`config.mk`:
```
export PLATFORM = sky130hd
export DESIGN_NAME = mult16_seq
export DESIGN_NICKNAME = d
export VERILOG_FILES = /design/src/rtl/mult16_seq.sv
export SDC_FILE = /design/constraint.sdc
export NUM_CORES = 1
export LEC_CHECK = 0
export ABC_AREA = 0
export BUFFER_PORTS_ARGS = -buffer_cell sky130_fd_sc_hd__buf_4
export CAP_MARGIN = 20
export CORE_MARGIN = 8
export CORE_UTILIZATION = 60
export CTS_CLUSTER_DIAMETER = 150
export DETAILED_ROUTE_END_ITERATION = 6
export PLACE_DENSITY = 0.85
export SLEW_MARGIN = 20
export SYNTH_ARGS = -nofsm -noshare
export SYNTH_HDL_FRONTEND = slang
export SYNTH_SLANG_ARGS = --single-unit
```
`constraint.sdc`:
```
create_clock -name clk -period 4.3 [get_ports clk]
set_input_delay 0.43 -clock clk [delete_from_list [all_inputs] [get_ports clk]]
set_output_delay 0.43 -clock clk [all_outputs]
set_load 0.01 [all_outputs]
```
`src/rtl/mult16_seq.sv`:
```
// -----------------------------------------------------------------------------
// mult16_seq -- sequential unsigned 16x16 -> 32-bit shift-add multiplier.
//
// One partial-product step per clock, built around a single adder16 instance.
// A start accepted in IDLE or DONE launches 16 RUN iterations. The last
// iteration enters DONE and loads the product register. The product register
// holds its value until the next DONE.
//
// Handshake: start is sampled on the rising clk edge and accepted only when
// the FSM is in IDLE or DONE. busy is high for the 16 RUN cycles. done is high
// for the single DONE cycle. Both decode straight from the state flops, so
// start has no combinational path to any output.
//
// Ports
//   clk        in   1   rising-edge clock
//   reset      in   1   asynchronous, active-high reset
//   start      in   1   operation request
//   a          in   16  multiplicand, captured on the accepted-start edge
//   b          in   16  multiplier, captured on the accepted-start edge
//   busy       out  1   high while in RUN
//   done       out  1   one-cycle completion pulse
//   product    out  32  registered a*b, held until the next DONE
//   dbg_state  out  2   current FSM state (IDLE=0, RUN=1, DONE=2)
// -----------------------------------------------------------------------------

// adder16 -- 16-bit unsigned adder. o_s is the low 16 bits of the sum and
// o_c is the carry-out (the 17th sum bit).
module adder16 (
  input  logic [15:0] i_a,
  input  logic [15:0] i_b,
  output logic [15:0] o_s,
  output logic        o_c
);
  assign {o_c, o_s} = {1'b0, i_a} + {1'b0, i_b};
endmodule

module mult16_seq #(
  parameter int WIDTH = 16,  // fixed by the adder16 datapath
  parameter int CNT_W = 4
) (
  input  logic               clk,
  input  logic               reset,
  input  logic               start,
  input  logic [WIDTH-1:0]   a,
  input  logic [WIDTH-1:0]   b,
  output logic               busy,
  output logic               done,
  output logic [2*WIDTH-1:0] product,
  output logic [1:0]         dbg_state
);

  localparam logic [1:0] ST_IDLE = 2'd0;
  localparam logic [1:0] ST_RUN  = 2'd1;
  localparam logic [1:0] ST_DONE = 2'd2;

  localparam logic [CNT_W-1:0] CNT_LAST = CNT_W'(WIDTH - 1);

  logic [1:0]         r_state;
  logic [CNT_W-1:0]   r_cnt;
  logic [WIDTH-1:0]   r_acc_hi;
  logic [WIDTH-1:0]   r_acc_lo;
  logic [WIDTH-1:0]   r_mcand;
  logic [2*WIDTH-1:0] r_product;

  logic [WIDTH-1:0]   w_addend;
  logic [WIDTH-1:0]   w_sum;
  logic               w_carry;
  logic [2*WIDTH-1:0] w_acc_next;

  // Add the multiplicand only when the current multiplier LSB is set.
  assign w_addend = r_acc_lo[0] ? r_mcand : '0;

  adder16 u_adder16 (
    .i_a (r_acc_hi),
    .i_b (w_addend),
    .o_s (w_sum),
    .o_c (w_carry)
  );

  // The 33-bit {carry, sum, acc_lo} shifted right by one. The carry becomes
  // the MSB of acc_hi, so it is never lost.
  assign w_acc_next = {w_carry, w_sum, r_acc_lo[WIDTH-1:1]};

  always_ff @(posedge clk or posedge reset) begin
    if (reset) begin
      r_state   <= ST_IDLE;
      r_cnt     <= '0;
      r_acc_hi  <= '0;
      r_acc_lo  <= '0;
      r_mcand   <= '0;
      r_product <= '0;
    end else begin
      case (r_state)
        ST_IDLE, ST_DONE: begin
          if (start) begin
            r_mcand  <= a;
            r_acc_lo <= b;
            r_acc_hi <= '0;
            r_cnt    <= '0;
            r_state  <= ST_RUN;
          end else begin
            r_state  <= ST_IDLE;
          end
        end
        ST_RUN: begin
          {r_acc_hi, r_acc_lo} <= w_acc_next;
          r_cnt <= r_cnt + CNT_W'(1);
          if (r_cnt == CNT_LAST) begin
            r_product <= w_acc_next;
            r_state   <= ST_DONE;
          end
        end
        default: r_state <= ST_IDLE;  // unused encoding recovers to IDLE
      endcase
    end
  end

  assign busy      = (r_state == ST_RUN);
  assign done      = (r_state == ST_DONE);
  assign product   = r_product;
  assign dbg_state = r_state;

endmodule

```
# Yosys cells after proc, flatten, opt, wreduce, memory -nomap -nowiden
# Index checks and enable logic that the tools add are counted.
dict set report word_totals {
  ff_bits 86
  input_bits 35
  output_inout_bits 36
}
dict set report op_classes {
  addsub 2
  eq_ne 5
  muxes 10
  reduce_logical 6
}
# cell n
set ops {}
lappend ops {{$pmux 16 s2} 2}
lappend ops {{$mux 16} 3}
lappend ops {{$add 16x16->17} 1}
lappend ops {{$pmux 4 s2} 1}
lappend ops {{$reduce_and 2->1} 3}
lappend ops {{$add 4x1->4 const B} 1}
lappend ops {{$eq 4x4->1 const B} 1}
lappend ops {{$mux 4} 1}
lappend ops {{$pmux 2 s2} 1}
lappend ops {{$eq 2x1->1 const B} 1}
lappend ops {{$eq 2x2->1 const B} 1}
lappend ops {{$logic_not 2->1} 1}
lappend ops {{$mux 2} 1}
lappend ops {{$ne 2x1->1 const B} 1}
lappend ops {{$ne 2x2->1 const B} 1}
lappend ops {{$reduce_bool 2->1} 1}
lappend ops {{$reduce_or 2->1} 1}
lappend ops {{$mux 1} 1}

# Logic depth before layout (Yosys ltp)
# Gate-level depths: netlist (run 1).
dict set report logic_depth {
  ltp_word 4
  depth_mapped 10
  mapped_depth_nobuf 9
}

# By module
# Synthesis (run 1) repeated with hierarchy kept, for this count alone.
dict set report unflattened {
  cells_unflattened 343
  hier_area_um2 4426.7
}
# mod n_inst cells_per_inst area_each_um2 seq_area_each_um2
set by_module_without_submodules {}
lappend by_module_without_submodules {mult16_seq 1 233 3570.9 2152.1}
lappend by_module_without_submodules {adder16 1 110 855.8 0.0}

# Worst setup path after synthesis (run 1)
# OpenSTA, ideal clock, no wires.
dict set report synth_path {
  path_kind {register to register}
  startpoint {reg r_acc_lo[0]}
  endpoint {reg r_product[25] (netlist: product[25])}
  arrival_time_ns 2.624
  required_time_ns 4.175
  setup_slack_ns 1.552
  stages_incl_launch_ff 11
  synth_period_minus_slack_ns 2.748
  path_cell_list {dfrtp_1 clkbuf_1 and2_1 ha_1 fa_1 a21o_1 a221oi_4 nor3_2 a2111oi_2 xnor2_1 mux2_2}
}
dict set report synth_between {
  elab_chain_len 2
}
# element line
set synth_lines {}
lappend synth_lines {{from (decl)} 61} ;# logic [WIDTH-1:0] r_acc_lo;
lappend synth_lines {{from (signal assigned)} 106} ;# {r_acc_hi, r_acc_lo} <= w_acc_next;
lappend synth_lines {{$mux 16} 71} ;# assign w_addend = r_acc_lo[0] ? r_mcand : '0;
lappend synth_lines {{$add 16x16->17} 34} ;# assign {o_c, o_s} = {1'b0, i_a} + {1'b0, i_b};
lappend synth_lines {{to (signal assigned)} 109} ;# r_product <= w_acc_next;
lappend synth_lines {{to (decl)} 63} ;# logic [2*WIDTH-1:0] r_product;
# Every way passes these cells.
# A chain may end at the register's enable or synchronous reset.

# Final worst setup path (run 1)
dict set report layout_path {
  startpoint {reg r_acc_lo[0]}
  endpoint {reg r_product[29] (netlist: product[29])}
}
# The elaborated chain is that of the path after synthesis.

==> run metrics, run 1 <==
Die Ht=98.7 µm; Initial Util=61.1%; Final min period=3.02 ns; root buffer cell=clkbuf_8; Worst Skew=0.0157 ns; Max IR drop VDD=0.379 mV; internal power=2.32 mW; first-pass GRT wire length=16600 µm; Final Worst Setup Slack=1.28 ns; RSZ-0062 raised after global routing=false; Hold Fails Final Rpt=0; share of cells above drive strength 1=20.9%; cts hold-fix bufs=0; RePlAce Congestion=0.937; IO buf count=70; die area=9740 µm²; min-delay worst type=primary input to asynchronous set/reset pin; top-area cell type share of the netlist area=52.4%; Post-synth EDFFs=0; top post-synthesis cells by area=dfrtp_1 52%, nand2_1 15%, ha_1 5.2%; crit share post-route=70.1%; proportion of synthesized area in mux cells=2.13%; CP Launch Type=register; Setup Crit Path Kind=register to register; Setup WS pre-CTS=1.30 ns; Clk pwr share=15.6%; Yosys reg bits=86; yosys warns=0; post-cts resize count=0; cell with the most instances after synthesis=nand2_1; main combinational cell family by area after synthesis=simple AND/OR/NAND/NOR gates; Final #Nets=551; nature of the critical path endpoint=register; sw frac=40.7%; PD cells=795 nW/µm²; sw power=1.59 mW; Logic pwr share=46.9%; post-synthesis sequential area ratio=52.4%; Worst-Skew Late Latency=0.37 ns; critical path arrival=3.27 ns; CTS tree=done; Power, Total=3.90 mW; Slew HR=37.8%; placed insts=567; clock sink count=86; Top FF cell, synth=dfrtp_1; H-Tree Level Count=3; Slew @ Worst Pin=0.931 ns; DR iter-0 viols=173; XOR/XNOR share of the synthesized area=2.77%; total routed wirelength=9940 µm; Syn Std Cell Area=4100 µm²; Layout fillers=499; Synth top cells by count=165 x nand2_1, 86 x dfrtp_1, 19 x and2_1, 17 x a22oi_1, 17 x ha_1; Sequential Power Share=37.5%; Max Cap Violations=0; Crit path required time=4.56 ns; Synth Instances=431; setup tns final=0 ns; Diodes inserted=0; Yosys cell types=38; area of the multi-input gates=1870 µm²; std cell rows=30; Pins Over Slew Limit=0; simple-gate share of the synthesized area=21.3%; FF/Latch Area=2150 µm²; Final Non-Filler Cells=583; DRC viols=0; Synth area leader=dfrtp_1; Tot GR Track Use=21.5%; Die Width=98.7 µm; DR WL/cell=17.0 µm; final setup fails=0; Async SR Flop Fraction=100%; cts bufs inserted=9; vias in the first global route=3432; Post-Syn Nets=484; Avg Cell Area, Syn=9.52 µm²; via count=3340; antenna violations before repair=0; status=completed; Longest Clk Path Bufs=2; DR pass1 iterations=5; largest net degree at the start of global routing=56; Core Area=6720 µm²; Util after Layout=73.1%; Compound-Gate Fraction of Synth Area=13.6%; Lkg Pwr=2.60 nW; Synth Area in Adders=5.67%; post-route ant nets=0; postcts setup bufs=0; gr ovfl total=0; critical path peak fanout=17; fmax=332 MHz; area delta synth->final=19.7%; dpl hpwl=6710 µm; clock-pin slew on the worst setup and hold paths=0.10 ns; Vias per Instance=5.73; I/O pin count=71
## worst paths after layout
kind / slack (ns) / cells after the start / startpoint / endpoint
worst max-delay path: 1.28 / 9 / r_acc_lo[0]$_DFFE_PP0P_ / product[29]$_DFFE_PP0P_
worst max register to register: 1.28 / 9 / r_acc_lo[0]$_DFFE_PP0P_ / product[29]$_DFFE_PP0P_
max in group asynchronous: 3.14 / 3 / reset / r_acc_lo[7]$_DFFE_PP0P_
worst min register to register: 0.48 / 2 / r_mcand[13]$_DFFE_PP0P_ / r_mcand[13]$_DFFE_PP0P_
worst min-delay path: 0.24 / 2 / reset / r_mcand[0]$_DFFE_PP0P_
min in group clk: 0.24 / 3 / a[8] / r_mcand[8]$_DFFE_PP0P_
## flip-flops by register name, summed over array words and instances (netlist names)
| name | cells |
|---|---|
| dbg_state | 2 |
| r_acc_hi | 16 |
| r_mcand | 16 |
| r_acc_lo | 16 |
| product | 32 |
| r_cnt | 4 |
## per-layer routing
layer / part of all wire (%) / global-route usage [%] / vias to the layer above / routed length [µm]
met5: 0 / 0 / - / 0
met4: 2.0 / 9.68 / 0 / 194
met3: 7.1 / 5.71 / 16 / 705
met2: 50 / 35.7 / 117 / 4920
met1: 41 / 25.5 / 1617 / 4110
li1: - / - / 1590 / -
## worst max-delay path, stage by stage, from the launching register on
cell and delay, ns:
dfrtp_1 0.56, and2_1 0.26, ha_1 0.22, fa_1 0.41, a21o_1 0.23, a221oi_4 0.39
nor3b_1 0.10, a211oi_1 0.32, xnor2_1 0.14, mux2_2 0.27
## cells by family after synthesis
kind of cell             Yosys count
AO/OA/AOI/OAI                     76
XOR/XNOR                          13
adder cells (fa/ha/maj)           18
buffers and inverters             22
flip-flops                        86
multiplexers                       8
AND/OR/NAND/NOR                  208
## power by group through the flow
| stage | Clock [mW] | Combinational [mW] | Sequential [mW] |
|---|---|---|---|
| floorplan | 0 | 1.21 | 1.46 |
| global placement | 0 | 1.72 | 1.45 |
| detailed placement | 0 | 1.81 | 1.47 |
| CTS | 0.617 | 1.83 | 1.46 |
| global route | 0.646 | 2.03 | 1.51 |
| finish | 0.611 | 1.83 | 1.46 |
## cell type report
cell class	count	area share, %
Sequential cell	86	43.8
Multi-Input combinational cell	323	38.2
Timing Repair Buffer	74	11.3
Clock buffer	9	2.52
Tap cell	80	2.04
Clock inverter	7	1.83
Inverter	4	0.331
## through the flow
stage               hold WS (ns)  cell area, µm²
global route               0.251            4910
finish                     0.236            4910
floorplan                  0.437            4100
CTS                        0.243            4910
global placement           0.451            4700
detailed placement         0.458            4700
## cells in the final DEF (no fill, tap or decap), types with 3 or more instances in the layout
master	instances
o21ai_0	9
and2_1	19
xnor2_1	10
clkbuf_8	9
a22oi_1	17
nor2_1	5
o21ai_1	3
a21o_1	11
buf_4	74
and3_1	3
nand3_1	3
nand2_1	165
mux2_2	6
dfrtp_1	86
a22o_1	14
a21oi_1	12
nand4_1	4
xor2_1	3
ha_1	17
Power figures use the tool's default switching activity.
==> run 2: changes to the inputs <==
Settings changed: CORE_UTILIZATION 60 to 50, PLACE_DENSITY 0.85 to 0.75.
Clock period 4.3 ns to 2.6 ns, I/O delays scaled along.
==> run 2 against run 1 <==
Sequential cell count unchanged; design area rose by 3.5%; first-iteration DRC count rose by 7.5%; count of clock-buffer cells in the layout stayed put; non-clock buffer count is 11 higher; sequential power grew 64%; total power rose by 69%; the flow now finishes with violations (negative hold slack); clock power grew 56%; wire length decreased by 0.39%; clock skew decreased by 0.0052 ns; worst setup slack worse by 1.2 ns.
==> run metrics, run 2 (synthesis gave the netlist of run 1 again) <==
Worst-Skew Late Latency=0.37 ns (about the same); Tot GR Track Use=17.8% (-3.6 points); clock-pin slew on the worst setup and hold paths=0.09 ns (about the same); Power, Total=6.59 mW (+69%); DRC viols=0 (unchanged); failing checks=negative hold slack; sw power=2.61 mW (+64%); fmax=403 MHz (+22%); DR iter-0 viols=186 (+7.5%); commonest non-fill, non-tap cell in the layout=nand2_1; CP Launch Type=register; area delta synth->final=23.9%; cts hold-fix bufs=0 (unchanged); Layout fillers=708 (+42%); final instance area=5090 µm² (+3.5%); Final Worst Setup Slack=0.120 ns (-1.16 ns); largest net degree at the start of global routing=48 (-14%); IO buf count=70 (unchanged); Final #Nets=562 (+2.0%); total routed wirelength=9900 µm (-0.39%); gr ovfl total=0 (unchanged); H-Tree Level Count=3 (unchanged); reg-to-reg startpoint=r_acc_lo[0]$_DFFE_PP0P_; max FFs per register=32 (unchanged); Diodes inserted=0 (unchanged); Core Area=8090 µm² (+20%); PD cells=1290 nW/µm² (+63%); Setup Crit Path Kind=register to register; R2R setup slack=0.12 ns (-1.16 ns); final setup fails=0 (unchanged); I/O pin count=71 (unchanged); Max Cap Violations=0 (unchanged); Util after Layout=62.8% (-10 points); antenna violations before repair=0 (unchanged); status=finished with violations; crit share post-route=95.4% (+25 points); dpl hpwl=6710 µm (-0.11%); internal power=3.97 mW (+72%); Clk pwr share=14.5% (-1.1 points); critical path peak fanout=12 (-5); nature of the critical path endpoint=register; Die Ht=107 µm (+8.0%); Longest Clk Path Bufs=2 (unchanged); worst flop-to-flop path endpoint=product[29]$_DFFE_PP0P_; Hold Fails Final Rpt=39 (+39); Vias per Instance=5.30 (-7.5%); worst reg2reg path depth=10 (+1); die area=11400 µm² (+17%); CTS tree=done; Lkg Pwr=2.65 nW (+2.0%); DR pass1 iterations=4 (-1); Setup WS pre-CTS=0.0383 ns (-1.26 ns); Sequential Power Share=36.3% (-1.2 points); Slew HR=39.7% (+1.8 points); first-pass GRT wire length=16300 µm (-2.0%); RePlAce Congestion=0.860 (-8.2%); Initial Util=50.7% (-10 points); via count=3274 (-2.0%); Final Non-Filler Cells=618 (+6.0%); min-delay worst type=primary input to asynchronous set/reset pin; share of cells above drive strength 1=24.0% (+3.1 points); DR WL/cell=16.0 µm (-6.0%); Pins Over Slew Limit=0 (unchanged); vias in the first global route=3416 (-0.47%); placed inst area=4780 µm² (+1.8%); Crit path required time=2.85 ns (-1.71 ns); post-route ant nets=0 (unchanged); Worst Skew=0.0105 ns (-0.00523 ns); sw frac=39.6% (-1.0 points); Max IR drop VDD=0.535 mV (+41%); cts bufs inserted=9 (unchanged); placed insts=597 (+5.3%); Min Hold Slack=-0.0139 ns (-0.250 ns); std cell rows=33 (+10%); Logic pwr share=49.2% (+2.3 points); most frequent cells in the layout=165 x nand2_1, 86 x dfrtp_1, 83 x buf_4; critical path arrival=2.73 ns (-0.54 ns); clock sink count=86 (unchanged); Slew @ Worst Pin=0.904 ns (-0.0275 ns); root buffer cell=clkbuf_8; Final min period=2.48 ns (-0.536 ns); Die Width=107 µm (+8.0%)
run 2: cell types whose count changed in the layout (fill, tap and decap cells not counted), moves of 2 or more:
cell | before | now
buf_4 | 74 | 83
clkinv_4 | 0 | 2
ha_1 | 17 | 14
ha_4 | 0 | 2
run 2: metal layers:
layer | up-vias | track usage [%] | part of all wire, %
met1 | 1591 | 21.9 | 44
met4 | 0 | 7.04 | 1.4
met2 | 61 | 29.5 | 50
met5 | - | 0 | 0
met3 | 12 | 4.56 | 4.3
li1 | 1610 | - | -
run 2: layout make-up:
class,count,area [µm²],area share [%]
Tap cell,105,131,2.58
Timing Repair Buffer,85,654,12.9
Clock inverter,6,71.3,1.40
Clock buffer,9,124,2.44
Sequential cell,86,2150,42.3
Inverter,4,16.3,0.320
Multi-Input combinational cell,323,1940,38.1
run 2: worst max-delay path, stage by stage, from the launching register on:
cell and delay [ns]:
dfrtp_1 0.41, buf_6 0.15, and2_4 0.16, fa_2 0.36, a21o_1 0.20, a221oi_4 0.30
buf_4 0.18, nor3b_2 0.04, a211oi_2 0.18, xnor2_1 0.12, mux2_4 0.27
run 2: power groups by stage:
stage / Sequential (mW) / Combinational, mW / Clock [mW]
floorplan: 2.41 / 2.01 / 0
global placement: 2.38 / 2.97 / 0
detailed placement: 2.39 / 3.09 / 0
CTS: 2.38 / 3.16 / 0.961
global route: 2.47 / 3.61 / 1.03
finish: 2.39 / 3.24 / 0.953
run 2: worst max-delay path by stage:
stage                            startpoint                      end  slack, ns  cells after the start
global placement    r_acc_lo[0]$_DFFE_PP0P_  product[25]$_DFFE_PP0P_       0.07                      9
CTS                 r_acc_lo[0]$_DFFE_PP0P_  product[25]$_DFFE_PP0P_       0.01                      9
detailed placement  r_acc_lo[0]$_DFFE_PP0P_  product[25]$_DFFE_PP0P_       0.04                      9
finish              r_acc_lo[0]$_DFFE_PP0P_  product[29]$_DFFE_PP0P_       0.12                     10
floorplan           r_acc_lo[0]$_DFFE_PP0P_  product[25]$_DFFE_PP0P_       0.02                     10
global route        r_acc_lo[0]$_DFFE_PP0P_  product[29]$_DFFE_PP0P_     -0.002                     10
run 2: timing repair:
item                                    CTS  global route
hold endpoints to repair                  0             0
pin swaps                                 8             8
resized for setup                         5             5
buffers inserted                          5             1
endpoints found under the setup margin    1            11
run 2: stage by stage:
step	hold WS, ns	TNS (ns)
2_1_floorplan	0.365	0
3_3_place_gp	0.389	0
3_5_place_dp	0.405	0
4_1_cts	0.00720	0
5_1_grt	0.0435	-0.00315
6_report	-0.0139	0
